===== src/rtl/design_reset_sequencer_pkg.sv =====
// design_reset_sequencer_pkg
// Shared definitions for the design reset sequencer:
//   - design index constants (bit positions in the enable/reset vectors)
//   - default vector width
//   - sequencer FSM state encoding
package design_reset_sequencer_pkg;

  localparam int NUM_DESIGNS_DEF = 5;

  localparam int DESIGN_BLINKER  = 0;
  localparam int DESIGN_SID      = 1;
  localparam int DESIGN_SN76489  = 2;
  localparam int DESIGN_QCPU     = 3;
  localparam int DESIGN_MC14500  = 4;

  typedef enum logic [1:0] {
    ST_IDLE = 2'd0,
    ST_HOLD = 2'd1,
    ST_RUN  = 2'd2
  } state_t;

endpackage


===== src/rtl/design_reset_sequencer_if.sv =====
// design_reset_sequencer_if
// Bundles the enable inputs, reset outputs and status lines of the
// sequencer.
//   design_en_i   : run-enables from the design multiplexer (async, may glitch)
//   design_rst_no : active-low resets to the design macros
//   active_idx_o  : index of the released design, 0 when none
//   running_o     : sequencer in RUN
//   holding_o     : sequencer in HOLD
//   err_multi_o   : filtered enable vector has more than one bit set
//   state_o       : current FSM state, for observation only
// Modports: master = the sequencer, slave = the surrounding logic.
interface design_reset_sequencer_if
  import design_reset_sequencer_pkg::*;
#(
  parameter int NUM_DESIGNS = NUM_DESIGNS_DEF
);
  logic [NUM_DESIGNS-1:0] design_en_i;
  logic [NUM_DESIGNS-1:0] design_rst_no;
  logic [2:0]             active_idx_o;
  logic                   running_o;
  logic                   holding_o;
  logic                   err_multi_o;
  state_t                 state_o;

  modport master (
    input  design_en_i,
    output design_rst_no, active_idx_o, running_o, holding_o, err_multi_o, state_o
  );

  modport slave (
    output design_en_i,
    input  design_rst_no, active_idx_o, running_o, holding_o, err_multi_o, state_o
  );
endinterface


===== src/rtl/design_reset_sequencer_enable_sync_filter.sv =====
// design_reset_sequencer_enable_sync_filter
// Two-flop synchroniser followed by a whole-vector stability filter.
//   i_clk, i_rst_n : clock, asynchronous active-low reset
//   i_en           : raw enable vector (asynchronous to i_clk)
//   o_s2           : synchronised enable vector
//   o_filt         : last synchronised pattern that stayed unchanged for
//                    FILTER_CYCLES consecutive checks
module design_reset_sequencer_enable_sync_filter #(
  parameter int NUM_DESIGNS   = 5,
  parameter int FILTER_CYCLES = 4
) (
  input  logic                   i_clk,
  input  logic                   i_rst_n,
  input  logic [NUM_DESIGNS-1:0] i_en,
  output logic [NUM_DESIGNS-1:0] o_s2,
  output logic [NUM_DESIGNS-1:0] o_filt
);

  localparam int CW = (FILTER_CYCLES > 1) ? $clog2(FILTER_CYCLES) : 1;
  localparam logic [CW-1:0] CNT_LAST = CW'(FILTER_CYCLES - 1);

  logic [NUM_DESIGNS-1:0] r_s1;
  logic [NUM_DESIGNS-1:0] r_s2;
  logic [NUM_DESIGNS-1:0] r_cand;
  logic [NUM_DESIGNS-1:0] r_filt;
  logic [CW-1:0]          r_cnt;

  always_ff @(posedge i_clk or negedge i_rst_n) begin
    if (!i_rst_n) begin
      r_s1   <= '0;
      r_s2   <= '0;
      r_cand <= '0;
      r_filt <= '0;
      r_cnt  <= '0;
    end else begin
      r_s1 <= i_en;
      r_s2 <= r_s1;
      // Any change restarts the stability count; once the count saturates
      // the candidate is (re)published and the counter simply holds.
      if (r_s2 != r_cand) begin
        r_cand <= r_s2;
        r_cnt  <= '0;
      end else if (r_cnt == CNT_LAST) begin
        r_filt <= r_cand;
      end else begin
        r_cnt <= r_cnt + CW'(1);
      end
    end
  end

  assign o_s2   = r_s2;
  assign o_filt = r_filt;

endmodule


===== src/rtl/design_reset_sequencer.sv =====
// design_reset_sequencer
// Turns per-design run-enables into active-low design resets with
// break-before-make: at most one design is out of reset at any time.
// Reset assertion is fast (driven by the synchronised enables), release is
// slow (filtered enables plus a MIN_ASSERT-cycle hold in reset).
//   wb_clk_i  : system clock
//   wb_rst_ni : asynchronous active-low reset
//   bus       : enable inputs, reset outputs and status (master modport)
// Handshake: none; design_en_i is a level input sampled every cycle and all
// outputs are levels derived from registers.
module design_reset_sequencer
  import design_reset_sequencer_pkg::*;
#(
  parameter int NUM_DESIGNS   = NUM_DESIGNS_DEF,
  parameter int FILTER_CYCLES = 4,
  parameter int MIN_ASSERT    = 16
) (
  input  logic                      wb_clk_i,
  input  logic                      wb_rst_ni,
  design_reset_sequencer_if.master  bus
);

  localparam int HW = (MIN_ASSERT > 1) ? $clog2(MIN_ASSERT) : 1;
  localparam logic [HW-1:0] HCNT_LAST = HW'(MIN_ASSERT - 1);
  localparam logic [NUM_DESIGNS-1:0] ONE_VEC = {{(NUM_DESIGNS-1){1'b0}}, 1'b1};

  function automatic logic [3:0] popcount(input logic [NUM_DESIGNS-1:0] v);
    logic [3:0] c;
    c = '0;
    for (int i = 0; i < NUM_DESIGNS; i++) c = c + {3'b000, v[i]};
    return c;
  endfunction

  // Lowest set bit; only used on one-hot vectors.
  function automatic logic [2:0] first_index(input logic [NUM_DESIGNS-1:0] v);
    logic [2:0] idx;
    idx = '0;
    for (int i = NUM_DESIGNS - 1; i >= 0; i--) begin
      if (v[i]) idx = 3'(i);
    end
    return idx;
  endfunction

  logic [NUM_DESIGNS-1:0] w_s2;
  logic [NUM_DESIGNS-1:0] w_filt;
  logic [NUM_DESIGNS-1:0] w_sel_vec;
  logic                   w_filt_onehot;

  state_t                 r_state;
  logic [2:0]             r_sel;
  logic [HW-1:0]          r_hcnt;
  logic [NUM_DESIGNS-1:0] r_rst;
  logic                   r_err;

  state_t                 w_state_nxt;
  logic [2:0]             w_sel_nxt;
  logic [HW-1:0]          w_hcnt_nxt;
  logic [NUM_DESIGNS-1:0] w_rst_nxt;

  design_reset_sequencer_enable_sync_filter #(
    .NUM_DESIGNS   (NUM_DESIGNS),
    .FILTER_CYCLES (FILTER_CYCLES)
  ) u_sync_filter (
    .i_clk   (wb_clk_i),
    .i_rst_n (wb_rst_ni),
    .i_en    (bus.design_en_i),
    .o_s2    (w_s2),
    .o_filt  (w_filt)
  );

  assign w_sel_vec     = ONE_VEC << r_sel;
  assign w_filt_onehot = (popcount(w_filt) == 4'd1);

  always_ff @(posedge wb_clk_i or negedge wb_rst_ni) begin
    if (!wb_rst_ni) begin
      r_state <= ST_IDLE;
      r_sel   <= '0;
      r_hcnt  <= '0;
      r_rst   <= '0;
      r_err   <= 1'b0;
    end else begin
      r_state <= w_state_nxt;
      r_sel   <= w_sel_nxt;
      r_hcnt  <= w_hcnt_nxt;
      r_rst   <= w_rst_nxt;
      r_err   <= (popcount(w_filt) > 4'd1);
    end
  end

  // Entry into HOLD needs the filtered pattern; staying in HOLD/RUN only
  // needs the synchronised vector, so any disturbance drops back to IDLE
  // (and re-asserts the reset) without waiting for the filter.
  always_comb begin
    w_state_nxt = r_state;
    w_sel_nxt   = r_sel;
    w_hcnt_nxt  = r_hcnt;
    w_rst_nxt   = r_rst;
    case (r_state)
      ST_IDLE: begin
        if (w_filt_onehot && (w_s2 == w_filt)) begin
          w_sel_nxt   = first_index(w_filt);
          w_hcnt_nxt  = '0;
          w_state_nxt = ST_HOLD;
        end
      end
      ST_HOLD: begin
        if (w_s2 != w_sel_vec) begin
          w_state_nxt = ST_IDLE;
        end else if (r_hcnt == HCNT_LAST) begin
          w_state_nxt = ST_RUN;
          w_rst_nxt   = w_sel_vec;
        end else begin
          w_hcnt_nxt = r_hcnt + HW'(1);
        end
      end
      ST_RUN: begin
        if (w_s2 != w_sel_vec) begin
          w_state_nxt = ST_IDLE;
          w_rst_nxt   = '0;
        end
      end
      default: begin
        w_state_nxt = ST_IDLE;
        w_rst_nxt   = '0;
      end
    endcase
  end

  assign bus.design_rst_no = r_rst;
  assign bus.active_idx_o  = (r_state == ST_RUN) ? r_sel : 3'd0;
  assign bus.running_o     = (r_state == ST_RUN);
  assign bus.holding_o     = (r_state == ST_HOLD);
  assign bus.err_multi_o   = r_err;
  assign bus.state_o       = r_state;

endmodule

===== src/flat_wrapper.sv =====
// flat-port wrapper written by rule: the top's interface ports become plain ports
module design_reset_sequencer_flat import design_reset_sequencer_pkg::*;
#(
  parameter int NUM_DESIGNS   = NUM_DESIGNS_DEF,
  parameter int FILTER_CYCLES = 4,
  parameter int MIN_ASSERT    = 16
)
  (wb_clk_i, wb_rst_ni, bus_design_en_i, bus_design_rst_no, bus_active_idx_o, bus_running_o, bus_holding_o, bus_err_multi_o, bus_state_o);
  design_reset_sequencer_if #(.NUM_DESIGNS(NUM_DESIGNS)) bus_i ();
  input  logic wb_clk_i;
  input  logic wb_rst_ni;
  input wire logic [$bits(bus_i.design_en_i)-1:0] bus_design_en_i;
  output wire logic [$bits(bus_i.design_rst_no)-1:0] bus_design_rst_no;
  output wire logic [$bits(bus_i.active_idx_o)-1:0] bus_active_idx_o;
  output wire logic [$bits(bus_i.running_o)-1:0] bus_running_o;
  output wire logic [$bits(bus_i.holding_o)-1:0] bus_holding_o;
  output wire logic [$bits(bus_i.err_multi_o)-1:0] bus_err_multi_o;
  output wire logic [$bits(bus_i.state_o)-1:0] bus_state_o;
  assign bus_i.design_en_i = bus_design_en_i;
  assign bus_design_rst_no = bus_i.design_rst_no;
  assign bus_active_idx_o = bus_i.active_idx_o;
  assign bus_running_o = bus_i.running_o;
  assign bus_holding_o = bus_i.holding_o;
  assign bus_err_multi_o = bus_i.err_multi_o;
  assign bus_state_o = bus_i.state_o;
  design_reset_sequencer #(.NUM_DESIGNS(NUM_DESIGNS), .FILTER_CYCLES(FILTER_CYCLES), .MIN_ASSERT(MIN_ASSERT)) u_core (.wb_clk_i(wb_clk_i), .wb_rst_ni(wb_rst_ni), .bus(bus_i));
endmodule

===== config.mk =====
export PLATFORM = sky130hd
export DESIGN_NAME = design_reset_sequencer_flat
export DESIGN_NICKNAME = d
export VERILOG_FILES = /design/src/rtl/design_reset_sequencer_pkg.sv /design/src/rtl/design_reset_sequencer_if.sv /design/src/rtl/design_reset_sequencer_enable_sync_filter.sv /design/src/rtl/design_reset_sequencer.sv /design/src/flat_wrapper.sv
export SDC_FILE = /design/constraint.sdc
export NUM_CORES = 1
export LEC_CHECK = 0
export CAP_MARGIN = 30
export CORE_MARGIN = 5
export CORE_UTILIZATION = 45
export CTS_CLUSTER_DIAMETER = 40
export CTS_CLUSTER_SIZE = 30
export DETAILED_ROUTE_END_ITERATION = 10
export PLACE_DENSITY = 0.76
export SYNTH_ARGS = -nofsm -noshare
export SYNTH_HDL_FRONTEND = slang
export SYNTH_HIERARCHICAL = 1
export SYNTH_SLANG_ARGS = --single-unit

===== constraint.sdc =====
create_clock -name wb_clk_i -period 5.06 [get_ports wb_clk_i]
set_clock_uncertainty 0.1 [all_clocks]
set_input_delay 0.506 -clock wb_clk_i [delete_from_list [all_inputs] [get_ports wb_clk_i]]
set_output_delay 0.506 -clock wb_clk_i [all_outputs]
set_load 0.005 [all_outputs]

==> qor.yml, run 1 <==
slew_violations: 0
wl_um: 3370
cts.root.buffer_cell: "clkbuf_8"
synth-seq-cells: 37
hold_viol: 0
tns_ns: 0
synth_top_area_cell: "dfrtp_1"
globalplace.congestion: 0.869
grt-ovfl-total: 0
yosysTopAreaCellShare_pct: 49.8
worstPathRequired_ns: 5.10
clk_pin_slew_ns: 0.08
crit_chain: "fa_1 > inv_1 > fa_1 > inv_1 > ha_1 > or4_1 > nor4_1 > nand4_1 > o311ai_0 > o311ai_0"
slowest_stage: "fa_1"
r2r_cells: 10
ioPinCount: 20
path_max_fanout: 11
cts_setup_buffers: 0
grt_pass1_vias: 1289
grtUsageTotal_pct: 14.1
fin_cells: 240
setup_viol: 0
htreeDepth: 2
hold_class: "primary input to async pin"
clockBufferDepth: 2
grt_pass1_wl_um: 5890
period_minus_slack_ns: 3.57
synth.avg_cell_area_um2: 10.6
grt_max_degree: 38
numPortBuffers: 19
end_kind: "register"
vias: 1291
timing.critical_path.buf_inv: 2
drcViolationCount: 0
maxCapViolations: 0
std_cell_rows: 23
numCtsBuffers: 5
core_um2: 4000
dieWidth_um: 74.3
ant_nets: 0
die_area_um2: 5520
wire_per_inst_um: 14.0
yosysSeqAreaShare_pct: 49.8
peakVddDrop_v: 0.000216
rsz0062_at_grt: "false"
fin_crit_sh_pct: 70.6
area_growth_pct: 14.7
slew-limit-headroom_pct: 46.6
n_antenna_cell: 0
drt-pass1-iter-count: 5
nNetsFinal: 202
powerDensity_nw_per_um2: 255
syn_inst: 176
hold_buffers: 0
fillers: 348
place_inst: 232
drt_iter0_markers: 58
cp_top_family: "adder cells"
dp_hpwl_um: 2370
cp-startpoint: "u_core/u_sync_filter/o_filt[0]$_DFFE_PN0P_"
worst-setup-path-type: "register to register"
synth.distinct_cells: 43
leakage_nw: 0.876
arrival_ns: 3.61
status: "complete, no violations"
synth_warnings: 6
drive_above_1_share_pct: 10.5
clock-sinks: 37
crit_path_start_kind: "register"
yosys-top-cells-area: "dfrtp_1 (50%), xor2_1 (3.3%), mux2_4 (3.2%)"
cpPeakStageDelay_ns: 0.55
viasPerCell: 5.38
fmax_mhz: 280
syn-num-nets: 189
tightestPinTransition_ns: 0.801
start_util_pct: 46.5
antenna_found_initial: 0
ff2ff_setup_slack_ns: 1.49
cts_resized: 0
rr_startpoint: "u_core/u_sync_filter/o_filt[0]$_DFFE_PN0P_"
clkLatencyLatePin_ns: 0.30
synth.cell_area_um2: 1860
cts_tree: "done"
fp.dieH_um: 74.3
timing.rr.end: "u_core/r_hcnt[2]$_DFFE_PN0P_"
==> worst max path at each step <==
stage                                               to  cells past startpoint
final                     u_core/r_hcnt[2]$_DFFE_PN0P_                     10
after global routing      u_core/r_hcnt[2]$_DFFE_PN0P_                     10
after CTS                 u_core/r_hcnt[2]$_DFFE_PN0P_                     10
after detailed placement  u_core/r_hcnt[2]$_DFFE_PN0P_                     10
after global placement    u_core/r_hcnt[2]$_DFFE_PN0P_                     10
after floorplan            u_core/r_sel[1]$_DFFE_PN0P_                     10
==> per-stage QoR <==
step / instance area, µm² / hold WS (ns) / power [mW] / utilization (%) / worst slack, ns
after floorplan: 1860 / 0.110 / 0.325 / - / 1.94
after CTS: 2130 / 0.210 / 0.551 / 53.3 / 1.51
after detailed placement: 2040 / 0.235 / 0.337 / 51.0 / 1.54
after global placement: 2030 / 0.231 / 0.336 / 50.9 / 1.65
final: 2130 / 0.193 / 0.543 / 53.3 / 1.49
after global routing: 2130 / 0.252 / 0.567 / 53.3 / 1.23
==> worst reg2reg max path, cell delays in order, from the launching register on <==
cell and delay [ns]:
dfrtp_1 0.46, fa_1 0.55, inv_1 0.05, fa_1 0.38
inv_1 0.07, ha_1 0.21, or4_1 0.46, nor4_1 0.28
nand4_1 0.38, o311ai_0 0.25, o311ai_0 0.21
==> power breakdown <==
part / leakage (nW) / switching (mW) / total (mW) / internal, mW
registers: 0.482 / 0.00672 / 0.308 / 0.302
clock network: 0.0447 / 0.114 / 0.213 / 0.0992
logic: 0.349 / 0.0125 / 0.0220 / 0.00942
==> registers in the layout (all words and copies together), names as in the netlist <==
signal,cells
u_core/u_sync_filter/r_s1,5
u_core/u_sync_filter/r_cnt,2
u_core/bus.err_multi_o,1
u_core/u_sync_filter/r_cand,5
u_core/u_sync_filter/o_filt,5
u_core/r_hcnt,4
u_core/r_sel,3
u_core/u_sync_filter/o_s2,5
u_core/bus.design_rst_no,5
u_core/bus.state_o,2
==> logic make-up (layout without fill, tap and decap cells) <==
| group | count (synthesis) | after routing | synth area share, % |
|---|---|---|---|
| compound gates | 26 | 26 | 11.1 |
| xor+xnor | 12 | 12 | 5.65 |
| fa+ha+maj | 6 | 6 | 4.85 |
| buf+inv | 29 | 43 | 6.93 |
| flops | 37 | 37 | 49.8 |
| mux | 7 | 7 | 4.85 |
| simple gates | 59 | 59 | 16.8 |
==> layout by cell type (no fill, tap or decap), drive strengths merged, types with 4 or more instances in the layout <==
| cell type | count |
|---|---|
| clkbuf | 5 |
| nor3 | 7 |
| mux2 | 4 |
| xor2 | 7 |
| nand2 | 15 |
| nand3 | 6 |
| nand2b | 6 |
| ha | 4 |
| xnor2 | 5 |
| nor2 | 8 |
| dfrtp | 37 |
| clkdlybuf4s50 | 18 |
| inv | 15 |
| a211oi | 4 |
| o41ai | 4 |
==> synthesized netlist by cell type, drive strengths merged <==
cell type	count
or2	2
xnor2	5
and4b	1
nand3b	2
dfrtp	37
inv	14
o31ai	1
or3	2
clkinv	1
a21oi	2
nor4	3
a311o	2
nor2	8
nand2b	6
o311ai	3
o21ai	1
nand3	6
o211ai	1
o41ai	4
a32oi	1
a2bb2oi	1
o32ai	1
nand2	15
mux2i	3
ha	4
nor3	7
a31oi	2
a31o	3
fa	2
or4	1
clkbuf	8
a211oi	4
and3	3
and2	1
nand4	2
mux2	4
xor2	7
buf	6
==> layer usage <==
metal	track usage, %	vias up	routed length, µm
met3	4.46	6	180
met2	20.3	33	1500
met5	0	-	0
met1	19.4	610	1620
met4	7.11	0	68
li1	-	642	-
==> area by class of cell <==
cell class	instances	area, µm²	area share (%)
sequential	37	926	43.4
multi-input combinational	110	805	37.7
timing repair buffer	20	190	8.91
clock buffer	5	68.8	3.23
tap	50	62.6	2.93
inverter	15	56.3	2.64
clock inverter	3	25.0	1.17
Note: power is estimated with default switching activity, not from simulation.
==> inputs of run 2 (changes only) <==
- clock period: 5.06 -> 3.7 ns (I/O delays scaled with it)
==> qor.yml, run 2 (synthesized netlist as in run 1, its figures left out) <==
end_kind: "register"
layout_commonest_cell: "dfrtp_1"
wl_um: 3300
std_cell_rows: 23
fmax_mhz: 293
cpPeakStageDelay_ns: 0.56
vias: 1299
slowest_stage: "fa_1"
viasPerCell: 5.39
grt_pass1_wl_um: 5910
peakVddDrop_v: 0.000351
dieWidth_um: 74.3
antenna_found_initial: 0
path_max_fanout: 8
tns_ns: 0
drt-pass1-iter-count: 4
nNetsFinal: 203
worst-setup-path-type: "register to register"
crit_chain: "fa_1 > inv_1 > fa_1 > inv_1 > ha_1 > or4_1 > nor4_1 > nand4_1 > o311ai_0 > o311ai_0"
holdWs_ns: 0.0620
cts_setup_buffers: 0
grt-ovfl-total: 0
dp_hpwl_um: 2310
numCtsBuffers: 5
setup_viol: 0
rsz0062_at_grt: "false"
hold_class: "primary input to async pin"
htreeDepth: 2
final_cell_mix: "dfrtp_1 (37), clkdlybuf4s50_1 (18), nand2_1 (15), inv_1 (14), nor2_1 (8)"
fin_crit_sh_pct: 92.1
drive_above_1_share_pct: 11.0
clockBufferDepth: 2
grtUsageTotal_pct: 14.2
status: "complete, no violations"
globalplace.congestion: 0.888
slew_violations: 0
ant_nets: 0
period_minus_slack_ns: 3.41
arrival_ns: 3.45
wire_per_inst_um: 13.7
clock-sinks: 37
crit_path_start_kind: "register"
start_util_pct: 46.5
numPortBuffers: 19
n_antenna_cell: 0
worstPathRequired_ns: 3.74
grt_pass1_vias: 1246
drcViolationCount: 0
clk_pin_slew_ns: 0.07
tightestPinTransition_ns: 0.792
dpl_cell_area_um2: 2050
grt_max_degree: 38
drt_iter0_markers: 61
fillers: 337
clkLatencyLatePin_ns: 0.29
core_um2: 4000
leakage_nw: 0.905
hold_buffers: 0
powerDensity_nw_per_um2: 399
slew-limit-headroom_pct: 47.0
die_area_um2: 5520
hold_viol: 0
cts_tree: "done"
design_area_um2: 2190
area_growth_pct: 17.6
cts.root.buffer_cell: "clkbuf_8"
cts_resized: 0
ioPinCount: 20
fp.dieH_um: 74.3
maxCapViolations: 0
==> run 2: critical path: cells and delay by family (launching register included) <==
kind / cells / cell delay, ns
flip-flops: 1 / 0.47
AO/OA/AOI/OAI: 2 / 0.38
adder cells (fa/ha/maj): 3 / 1.15
buffers and inverters: 2 / 0.12
AND/OR/NAND/NOR: 3 / 1.04
==> run 2: layout make-up <==
type,instances,area [µm²],area share (%)
sequential,37,926,42.3
multi-input combinational,110,805,36.8
timing repair buffer,21,200,9.15
clock buffer,5,68.8,3.15
clock inverter,3,68.8,3.15
tap,50,62.6,2.86
inverter,15,56.3,2.57
==> run 2: per-layer routing <==
layer | vias to the layer above | global-route usage [%] | share of wire [%]
met5 | - | 0 | 0
li1 | 643 | - | -
met1 | 631 | 20.1 | 48
met2 | 21 | 20.2 | 46
met4 | 0 | 5.73 | 1.1
met3 | 4 | 4.46 | 4.2
==> run 2: path summary, 6_finish.rpt <==
path | start | end | slack [ns] | depth (start not counted)
min | wb_rst_ni | u_core/u_sync_filter/r_cand[2]$_DFFE_PN0P_ | 0.06 | 1
min reg2reg | u_core/u_sync_filter/r_s1[4]$_DFF_PN0_ | u_core/u_sync_filter/o_s2[4]$_DFF_PN0_ | 0.25 | 0
max reg2reg | u_core/u_sync_filter/o_filt[0]$_DFFE_PN0P_ | u_core/r_hcnt[2]$_DFFE_PN0P_ | 0.29 | 10
max in group asynchronous | wb_rst_ni | u_core/r_hcnt[2]$_DFFE_PN0P_ | 2.94 | 1
min in group wb_clk_i | u_core/u_sync_filter/r_s1[4]$_DFF_PN0_ | u_core/u_sync_filter/o_s2[4]$_DFF_PN0_ | 0.25 | 0
max | u_core/u_sync_filter/o_filt[0]$_DFFE_PN0P_ | u_core/r_hcnt[2]$_DFFE_PN0P_ | 0.29 | 10
==> run 2: per-stage QoR <==
step | cells | power [mW] | setup slack [ns] | utilization, %
after floorplan | 176 | 0.444 | 0.577 | -
after global placement | 233 | 0.460 | 0.350 | 51.2
after detailed placement | 233 | 0.461 | 0.289 | 51.2
after CTS | 241 | 0.885 | 0.283 | 54.7
after global routing | 241 | 0.908 | 0.00567 | 54.7
final | 241 | 0.872 | 0.292 | 54.7
==> run 2: power by group <==
part | leakage [nW] | total (mW) | internal, mW | switching (mW)
combinational | 0.354 | 0.0303 | 0.0132 | 0.0171
clock | 0.0687 | 0.420 | 0.271 | 0.149
sequential | 0.482 | 0.422 | 0.413 | 0.00908
total | 0.905 | 0.872 | 0.697 | 0.175
==> inputs of run 3 (changes only) <==
- HOLD_SLACK_MARGIN: not set -> 0.06
==> results of run 3 <==
Same layout as run 2: the final DEF is identical, and so are final timing and power.
